`src/rtl/onchip_ram_arb_pkg.sv`:
```
// onchip_ram_arb_pkg: shared defaults, master index type and the
// weighted round-robin grant-select function for onchip_ram_arbiter.
// Optional feature macro (used by the top): ONCHIP_RAM_ARB_PERF_EN.
package onchip_ram_arb_pkg;

   localparam int ADDR_W_DEF = 10;
   localparam int DATA_W_DEF = 32;
   localparam int HOLD_CNT_W = 4;

   // Saturation value of the hold counter.
   localparam logic [HOLD_CNT_W-1:0] HOLD_CNT_SAT = '1;

   // One-bit master index: master 0 is the CPU data port, master 1 is DMA/debug.
   typedef enum logic {
      MST_0 = 1'b0,
      MST_1 = 1'b1
   } master_e;

   typedef struct packed {
      logic    valid;
      master_e idx;
   } grant_t;

   // Pick the master to serve this cycle.
   // With a single requester it simply wins. With both requesting, the
   // last-served master keeps the grant while its streak is shorter than
   // max_hold. A zero hold count means no streak is in progress (after
   // reset or an idle cycle), so the master that was not served last goes
   // first; together with last resetting to master 1 this lets master 0
   // win the very first contended cycle.
   function automatic grant_t grant_select(
      input logic                  req0,
      input logic                  req1,
      input master_e               last,
      input logic [HOLD_CNT_W-1:0] hold_cnt,
      input logic [HOLD_CNT_W-1:0] max_hold
   );
      grant_t g;
      g.valid = req0 | req1;
      g.idx   = MST_0;
      if (req0 & req1) begin
         if ((hold_cnt == '0) || (hold_cnt >= max_hold)) begin
            g.idx = (last == MST_0) ? MST_1 : MST_0;
         end else begin
            g.idx = last;
         end
      end else if (req1) begin
         g.idx = MST_1;
      end
      return g;
   endfunction

endpackage

```
`src/rtl/onchip_ram_arb_rr.sv`:
```
// onchip_ram_arb_rr: weighted round-robin grant generator. Holds the
// last-granted master and the length of its current grant streak.
// The grant is combinational; i_stall (reset request) suppresses grants
// and freezes the state.
module onchip_ram_arb_rr
   import onchip_ram_arb_pkg::*;
#(
   parameter int MAX_HOLD = 4   // legal range 1..15
) (
   input  logic clk,
   input  logic reset,
   input  logic i_req0,
   input  logic i_req1,
   input  logic i_stall,
   output logic o_gnt_valid,
   output logic o_gnt_idx
);

   localparam logic [HOLD_CNT_W-1:0] MAX_HOLD_C = HOLD_CNT_W'(MAX_HOLD);

   master_e               r_last;
   logic [HOLD_CNT_W-1:0] r_hold_cnt;
   grant_t                w_gnt;
   logic                  w_gnt_fire;

   // Grant decision for the current cycle from requests and streak state.
   always_comb begin
      w_gnt = grant_select(i_req0, i_req1, r_last, r_hold_cnt, MAX_HOLD_C);
   end

   // No grant is issued while in reset or while a reset request stalls the bus.
   assign w_gnt_fire  = w_gnt.valid & ~i_stall & ~reset;
   assign o_gnt_valid = w_gnt_fire;
   assign o_gnt_idx   = w_gnt.idx;

   // Track the streak: extend it on a repeat grant, restart it on a switch,
   // clear it on an idle cycle; hold everything during a reset request.
   always_ff @(posedge clk or posedge reset) begin
      if (reset) begin
         r_last     <= MST_1;
         r_hold_cnt <= '0;
      end else if (!i_stall) begin
         if (w_gnt.valid) begin
            if (w_gnt.idx == r_last) begin
               if (r_hold_cnt != HOLD_CNT_SAT) begin
                  r_hold_cnt <= r_hold_cnt + 1'b1;
               end
            end else begin
               r_hold_cnt <= HOLD_CNT_W'(1);
               r_last     <= w_gnt.idx;
            end
         end else begin
            r_hold_cnt <= '0;
         end
      end
   end

endmodule

```
`src/rtl/onchip_ram_arbiter.sv`:
```
// onchip_ram_arbiter: shares one single-port on-chip RAM (registered
// address, read latency 1) between two Avalon-MM masters. One access is
// granted per cycle by onchip_ram_arb_rr; read data is routed back with
// readdatavalid qualified by the issuing master.
// Optional feature macro: ONCHIP_RAM_ARB_PERF_EN adds per-master 32-bit
// saturating stall counters (perf_stall0/1) cleared by perf_clear.
module onchip_ram_arbiter
   import onchip_ram_arb_pkg::*;
#(
   parameter int ADDR_W   = ADDR_W_DEF,
   parameter int DATA_W   = DATA_W_DEF,
   parameter int MAX_HOLD = 4
) (
   input  logic                clk,
   input  logic                reset,
   input  logic                reset_req,
   input  logic [ADDR_W-1:0]   m0_address,
   input  logic [DATA_W/8-1:0] m0_byteenable,
   input  logic                m0_read,
   input  logic                m0_write,
   input  logic [DATA_W-1:0]   m0_writedata,
   output logic                m0_waitrequest,
   output logic [DATA_W-1:0]   m0_readdata,
   output logic                m0_readdatavalid,
   input  logic [ADDR_W-1:0]   m1_address,
   input  logic [DATA_W/8-1:0] m1_byteenable,
   input  logic                m1_read,
   input  logic                m1_write,
   input  logic [DATA_W-1:0]   m1_writedata,
   output logic                m1_waitrequest,
   output logic [DATA_W-1:0]   m1_readdata,
   output logic                m1_readdatavalid,
`ifdef ONCHIP_RAM_ARB_PERF_EN
   input  logic                perf_clear,
   output logic [31:0]         perf_stall0,
   output logic [31:0]         perf_stall1,
`endif
   output logic [ADDR_W-1:0]   mem_address,
   output logic [DATA_W/8-1:0] mem_byteenable,
   output logic                mem_chipselect,
   output logic                mem_write,
   output logic [DATA_W-1:0]   mem_writedata,
   output logic                mem_clken,
   input  logic [DATA_W-1:0]   mem_readdata
);

   logic [1:0] w_req;
   logic [1:0] w_sel;
   logic [1:0] w_wait;
   logic [1:0] w_rdv;
   logic       w_gnt_valid;
   logic       w_gnt_idx;
   logic       w_sel_read;
   logic       w_sel_write;
   logic       w_rd_start;
   logic       r_rd_pend;
   logic       r_rd_owner;

   assign w_req[0] = m0_read | m0_write;
   assign w_req[1] = m1_read | m1_write;

   onchip_ram_arb_rr #(
      .MAX_HOLD (MAX_HOLD)
   ) u_rr (
      .clk         (clk),
      .reset       (reset),
      .i_req0      (w_req[0]),
      .i_req1      (w_req[1]),
      .i_stall     (reset_req),
      .o_gnt_valid (w_gnt_valid),
      .o_gnt_idx   (w_gnt_idx)
   );

   // Per-master select, stall and read-valid qualification. While in reset
   // every requester is stalled and any in-flight read return is dropped.
   for (genvar gi = 0; gi < 2; gi++) begin : g_mst
      assign w_sel[gi]  = w_gnt_valid & (w_gnt_idx == 1'(gi));
      assign w_wait[gi] = reset ? w_req[gi] : ((w_req[gi] & ~w_sel[gi]) | reset_req);
      assign w_rdv[gi]  = r_rd_pend & (r_rd_owner == 1'(gi)) & ~reset;
   end

   assign m0_waitrequest   = w_wait[0];
   assign m1_waitrequest   = w_wait[1];
   assign m0_readdatavalid = w_rdv[0];
   assign m1_readdatavalid = w_rdv[1];

   // Read data fans out to both masters; only readdatavalid tells them apart.
   assign m0_readdata = mem_readdata;
   assign m1_readdata = mem_readdata;

   // Memory-side mux of the granted master's fields.
   assign w_sel_read     = w_gnt_idx ? m1_read : m0_read;
   assign w_sel_write    = w_gnt_idx ? m1_write : m0_write;
   assign mem_address    = w_gnt_idx ? m1_address : m0_address;
   assign mem_byteenable = w_gnt_idx ? m1_byteenable : m0_byteenable;
   assign mem_writedata  = w_gnt_idx ? m1_writedata : m0_writedata;
   assign mem_chipselect = w_gnt_valid;
   assign mem_write      = w_gnt_valid & w_sel_write;
   assign mem_clken      = reset | ~reset_req;

   // A read and write asserted together is treated as a write.
   assign w_rd_start = w_gnt_valid & w_sel_read & ~w_sel_write;

   // Remember for exactly one cycle that a read was issued and by whom.
   always_ff @(posedge clk or posedge reset) begin
      if (reset) begin
         r_rd_pend  <= 1'b0;
         r_rd_owner <= 1'b0;
      end else begin
         r_rd_pend <= w_rd_start;
         if (w_rd_start) begin
            r_rd_owner <= w_gnt_idx;
         end
      end
   end

   // The RAM's q is frozen by mem_clken=0, so a reset request must never
   // coincide with a read return.
   a_no_rstreq_with_rd_pend : assert property (
      @(posedge clk) disable iff (reset) !(reset_req && r_rd_pend)
   );

`ifdef ONCHIP_RAM_ARB_PERF_EN
   logic [31:0] w_stall_cnt [2];

   for (genvar gi = 0; gi < 2; gi++) begin : g_perf
      logic [31:0] r_cnt;

      // Count cycles this master is requesting but stalled; saturate at max.
      always_ff @(posedge clk or posedge reset) begin
         if (reset) begin
            r_cnt <= '0;
         end else if (perf_clear) begin
            r_cnt <= '0;
         end else if (w_req[gi] & w_wait[gi] & (r_cnt != 32'hFFFF_FFFF)) begin
            r_cnt <= r_cnt + 32'd1;
         end
      end

      assign w_stall_cnt[gi] = r_cnt;
   end

   assign perf_stall0 = w_stall_cnt[0];
   assign perf_stall1 = w_stall_cnt[1];
`endif

endmodule

```
`config.mk`:
```
export PLATFORM = sky130hd
export DESIGN_NAME = onchip_ram_arbiter
export DESIGN_NICKNAME = d
export VERILOG_FILES = /design/src/rtl/onchip_ram_arb_pkg.sv /design/src/rtl/onchip_ram_arb_rr.sv /design/src/rtl/onchip_ram_arbiter.sv
export SDC_FILE = /design/constraint.sdc
export NUM_CORES = 1
export LEC_CHECK = 0
export BUFFER_PORTS_ARGS = -buffer_cell sky130_fd_sc_hd__buf_2
export CORE_AREA = 3 3 95 97
export DETAILED_ROUTE_END_ITERATION = 8
export DIE_AREA = 0 0 98 100
export SETUP_SLACK_MARGIN = 0.4
export SKIP_LAST_GASP = 1
export SYNTH_ARGS = -nofsm -noshare
export SYNTH_HDL_FRONTEND = slang
export SYNTH_HIERARCHICAL = 1
export SYNTH_SLANG_ARGS = --single-unit
```
`constraint.sdc`:
```
create_clock -name clk -period 2.48 [get_ports clk]
set_input_delay 0.496 -clock clk [delete_from_list [all_inputs] [get_ports clk]]
set_output_delay 0.496 -clock clk [all_outputs]
set_load 0.03 [all_outputs]
```
==> impl_metrics.py <==
metrics = {
    "critical_path": {
        "path_max_fanout": 17,
        "startpoint_type": "flop",
        "crit_buf_inv": 4,
        "endpoint_kind": "output port",
        "slowest_stage": "dfrtp_1",
        "cp_cell_sequence": "inv_2, ha_4, nor3_4, xnor2_2, a21boi_4, buf_4, buf_12, mux2_2, buf_4",
        "ff2ff_setup_slack_ns": 0.51,
        "critPathKind": "flop to output port",
        "crit_required_ns": 1.98,
        "path_common_cell": "buf_4",
        "critPathArrivalTime_ns": 2.06,
        "cp_top_family": "buffers and inverters",
        "critPathMaxStageDelay_ns": 0.35,
    },
    "cells_and_area": {
        "nFillCells": 833,
        "final_nets": 426,
        "areaGrowthSynthToFinish_pct": 70.87,
        "diodes": 0,
        "final_core_util": 0.3385,
        "drive_above_1_share": 0.8356,
        "final_area_um2": 2781,
    },
    "status": {
        "violations": "negative setup slack",
        "outcome": "finished with violations",
    },
    "clock_tree": {
        "cts-root-buf": "clkbuf_8",
        "clk_pin_slew_worst_paths_ns": 0.04,
        "clock_path_buffers": 2,
        "cts_tree": "done",
        "cts_hold_buf": 0,
        "numCtsBuffers": 3,
        "insertion_delay_ns": 0.23,
        "h-tree-depth": 1,
        "cts_sinks": 7,
    },
    "pwr": {
        "p_per_area_nw_per_um2": 1287,
        "vdd_drop_max_uv": 394.1,
        "leakage_nw": 1.447,
        "fin_total_pwr_mw": 3.579,
    },
    "synthesis": {
        "syn_inst": 185,
        "synth_compound_area_frac": 0.07533,
        "yosysWarnings": 6,
        "synth_fp_nets": 318,
        "async_flop_share": 1.000,
        "synth_seq_area_share": 0.1084,
        "synthFlopType": "dfrtp_1",
        "syn_area_um2": 1628,
        "avgSynthCellArea_um2": 8.799,
        "synth_simple_gate_area_share": 0.1276,
        "synth_edf_count": 0,
        "synthXorXnorAreaFrac": 0.005380,
        "synth_fa_ha_area_frac": 0.01537,
        "ys_types": 34,
        "ys_seq_elements": 7,
        "synth_top_family_by_area": "buffers and inverters",
        "synthMuxAreaShare": 0.3244,
    },
    "timing": {
        "max_freq_mhz": 391.3,
        "fin_crit_sh": 1.030,
        "worst_pin_slew_ns": 0.2984,
        "slew_headroom": 0.7984,
        "skew_ns": 0.001325,
        "setup_viol": 44,
        "fin_tns_setup_ns": -1.781,
        "min_period_ns": 2.555,
        "finalMaxSlewViolations": 0,
        "hold_viol_final": 0,
        "finalWorstSetupSlack_ns": -0.07528,
        "rsz0062_at_grt": "yes",
    },
    "route": {
        "drt_wl_total_mm": 6.649,
        "drt-pass1-iter-count": 5,
        "via_count": 1719,
        "ant_nets": 0,
        "first_iter_violations": 18,
        "routed_via_density": 4.330,
        "drc": 0,
        "drt-wirelength-per-cell_um": 16.75,
    },
    "placement": {
        "placed_area_um2": 2147,
        "place_congestion": 0.8170,
        "place.detailed.hpwl_mm": 4.906,
        "port_buffers": 151,
        "dp_slack_ns": 0.03566,
    },
    "die": {
        "core_um2": 8217,
        "chipWidth_um": 98,
        "dieArea_um2": 9800,
        "die_height_um": 100,
        "placementRows": 33,
        "initial_core_util": 0.1981,
        "io-pin-count": 248,
    },
    "global_routing": {
        "grtUsageTotal": 0.1202,
        "grt_pass1_wl_mm": 9.411,
        "grt_pass1_vias": 1790,
        "gr-total-overflow": 0,
        "antenna_found_initial": 0,
        "grt_max_degree": 18,
    },
    "min_path": {
        "hold_class": "input port to asynchronous set/reset pin",
    },
    "job": {
        "cap_violations": 0,
    },
}
sequential cells by signal, indices dropped and copies added, names as in the netlist:
name,count
r_rd_pend,1
u_rr/r_hold_cnt,4
u_rr/r_last,1
r_rd_owner,1
synthesized netlist by cell type, types with 3 or more instances:
library cell / count / area [µm²]
buf_4: 69 / 518.0
mux2_2: 46 / 518.0
inv_1: 8 / 30.03
nor2_1: 8 / 30.03
dfrtp_1: 6 / 150.1
a21oi_1: 4 / 20.02
nand3b_1: 3 / 22.52
nor2b_1: 3 / 18.77
nor3_2: 3 / 30.03
kinds of logic (layout without fill, tap and decap cells):
logic type / after synthesis / after routing
flops: 7 / 7
fa+ha+maj: 2 / 2
buf+inv: 78 / 185
xor+xnor: 1 / 1
compound gates: 17 / 17
simple gates: 33 / 33
mux: 47 / 47
layout by cell type (no fill, tap or decap), types with 4 or more instances in the layout:
master,n
inv_1,6
mux2_2,16
buf_4,29
dfrtp_1,6
buf_6,35
buf_2,102
mux2_4,30
a21oi_1,4
nor2_1,6
metal layers:
| layer | part of all wire | global-route usage |
|---|---|---|
| met1 | 0.35 | 0.1274 |
| met2 | 0.54 | 0.2314 |
| met5 | 0 | 0 |
| met3 | 0.093 | 0.03336 |
| met4 | 0.015 | 0.03408 |
worst paths after layout:
| kind | start | end | depth (start not counted) |
|---|---|---|---|
| worst max-delay path | u_rr/r_hold_cnt[0]$_DFFE_PP0P_ | mem_address[4] | 9 |
| worst min-delay path | reset | r_rd_owner$_DFFE_PP0P_ | 2 |
| worst max register to register | u_rr/r_hold_cnt[0]$_DFFE_PP0P_ | r_rd_pend$_DFF_PP0_ | 10 |
| worst min register to register | r_rd_owner$_DFFE_PP0P_ | r_rd_owner$_DFFE_PP0P_ | 2 |
| max in group asynchronous | reset | u_rr/r_last$_DFFE_PP1P_ | 2 |
| min in group clk | r_rd_owner$_DFFE_PP0P_ | r_rd_owner$_DFFE_PP0P_ | 2 |
power breakdown:
part / internal [mW] / total [mW] / switching [mW]
Sequential: 0.154 / 0.184 / 0.0302
Clock: 0.111 / 0.162 / 0.0505
Combinational: 1.70 / 3.23 / 1.53
layout make-up:
cell class | count | area [µm²] | area share
well taps | 105 | 131.4 | 0.04723
clock buffers | 4 | 45.04 | 0.01619
repair buffers | 173 | 1295 | 0.4656
flip-flops and latches | 7 | 176.4 | 0.06343
inverters | 8 | 30.03 | 0.01080
multi-input cells | 100 | 1104 | 0.3968
stage by stage:
step | hold slack, ns | cells
3_5_place_dp | 0.4561 | 380
4_1_cts | 0.2171 | 395
5_1_grt | 0.2494 | 397
6_report | 0.2349 | 397
2_1_floorplan | 0.2633 | 185
3_3_place_gp | 0.4549 | 380
repair_timing:
| action | in CTS | in global routing |
|---|---|---|
| endpoints found under the setup margin | 50 | 51 |
| buffers inserted | 8 | 0 |
| gates resized for setup | 84 | 38 |
| cloned | 3 | 2 |
| pin swaps | 4 | 3 |
No activity file was read; power rests on OpenSTA's default activity.
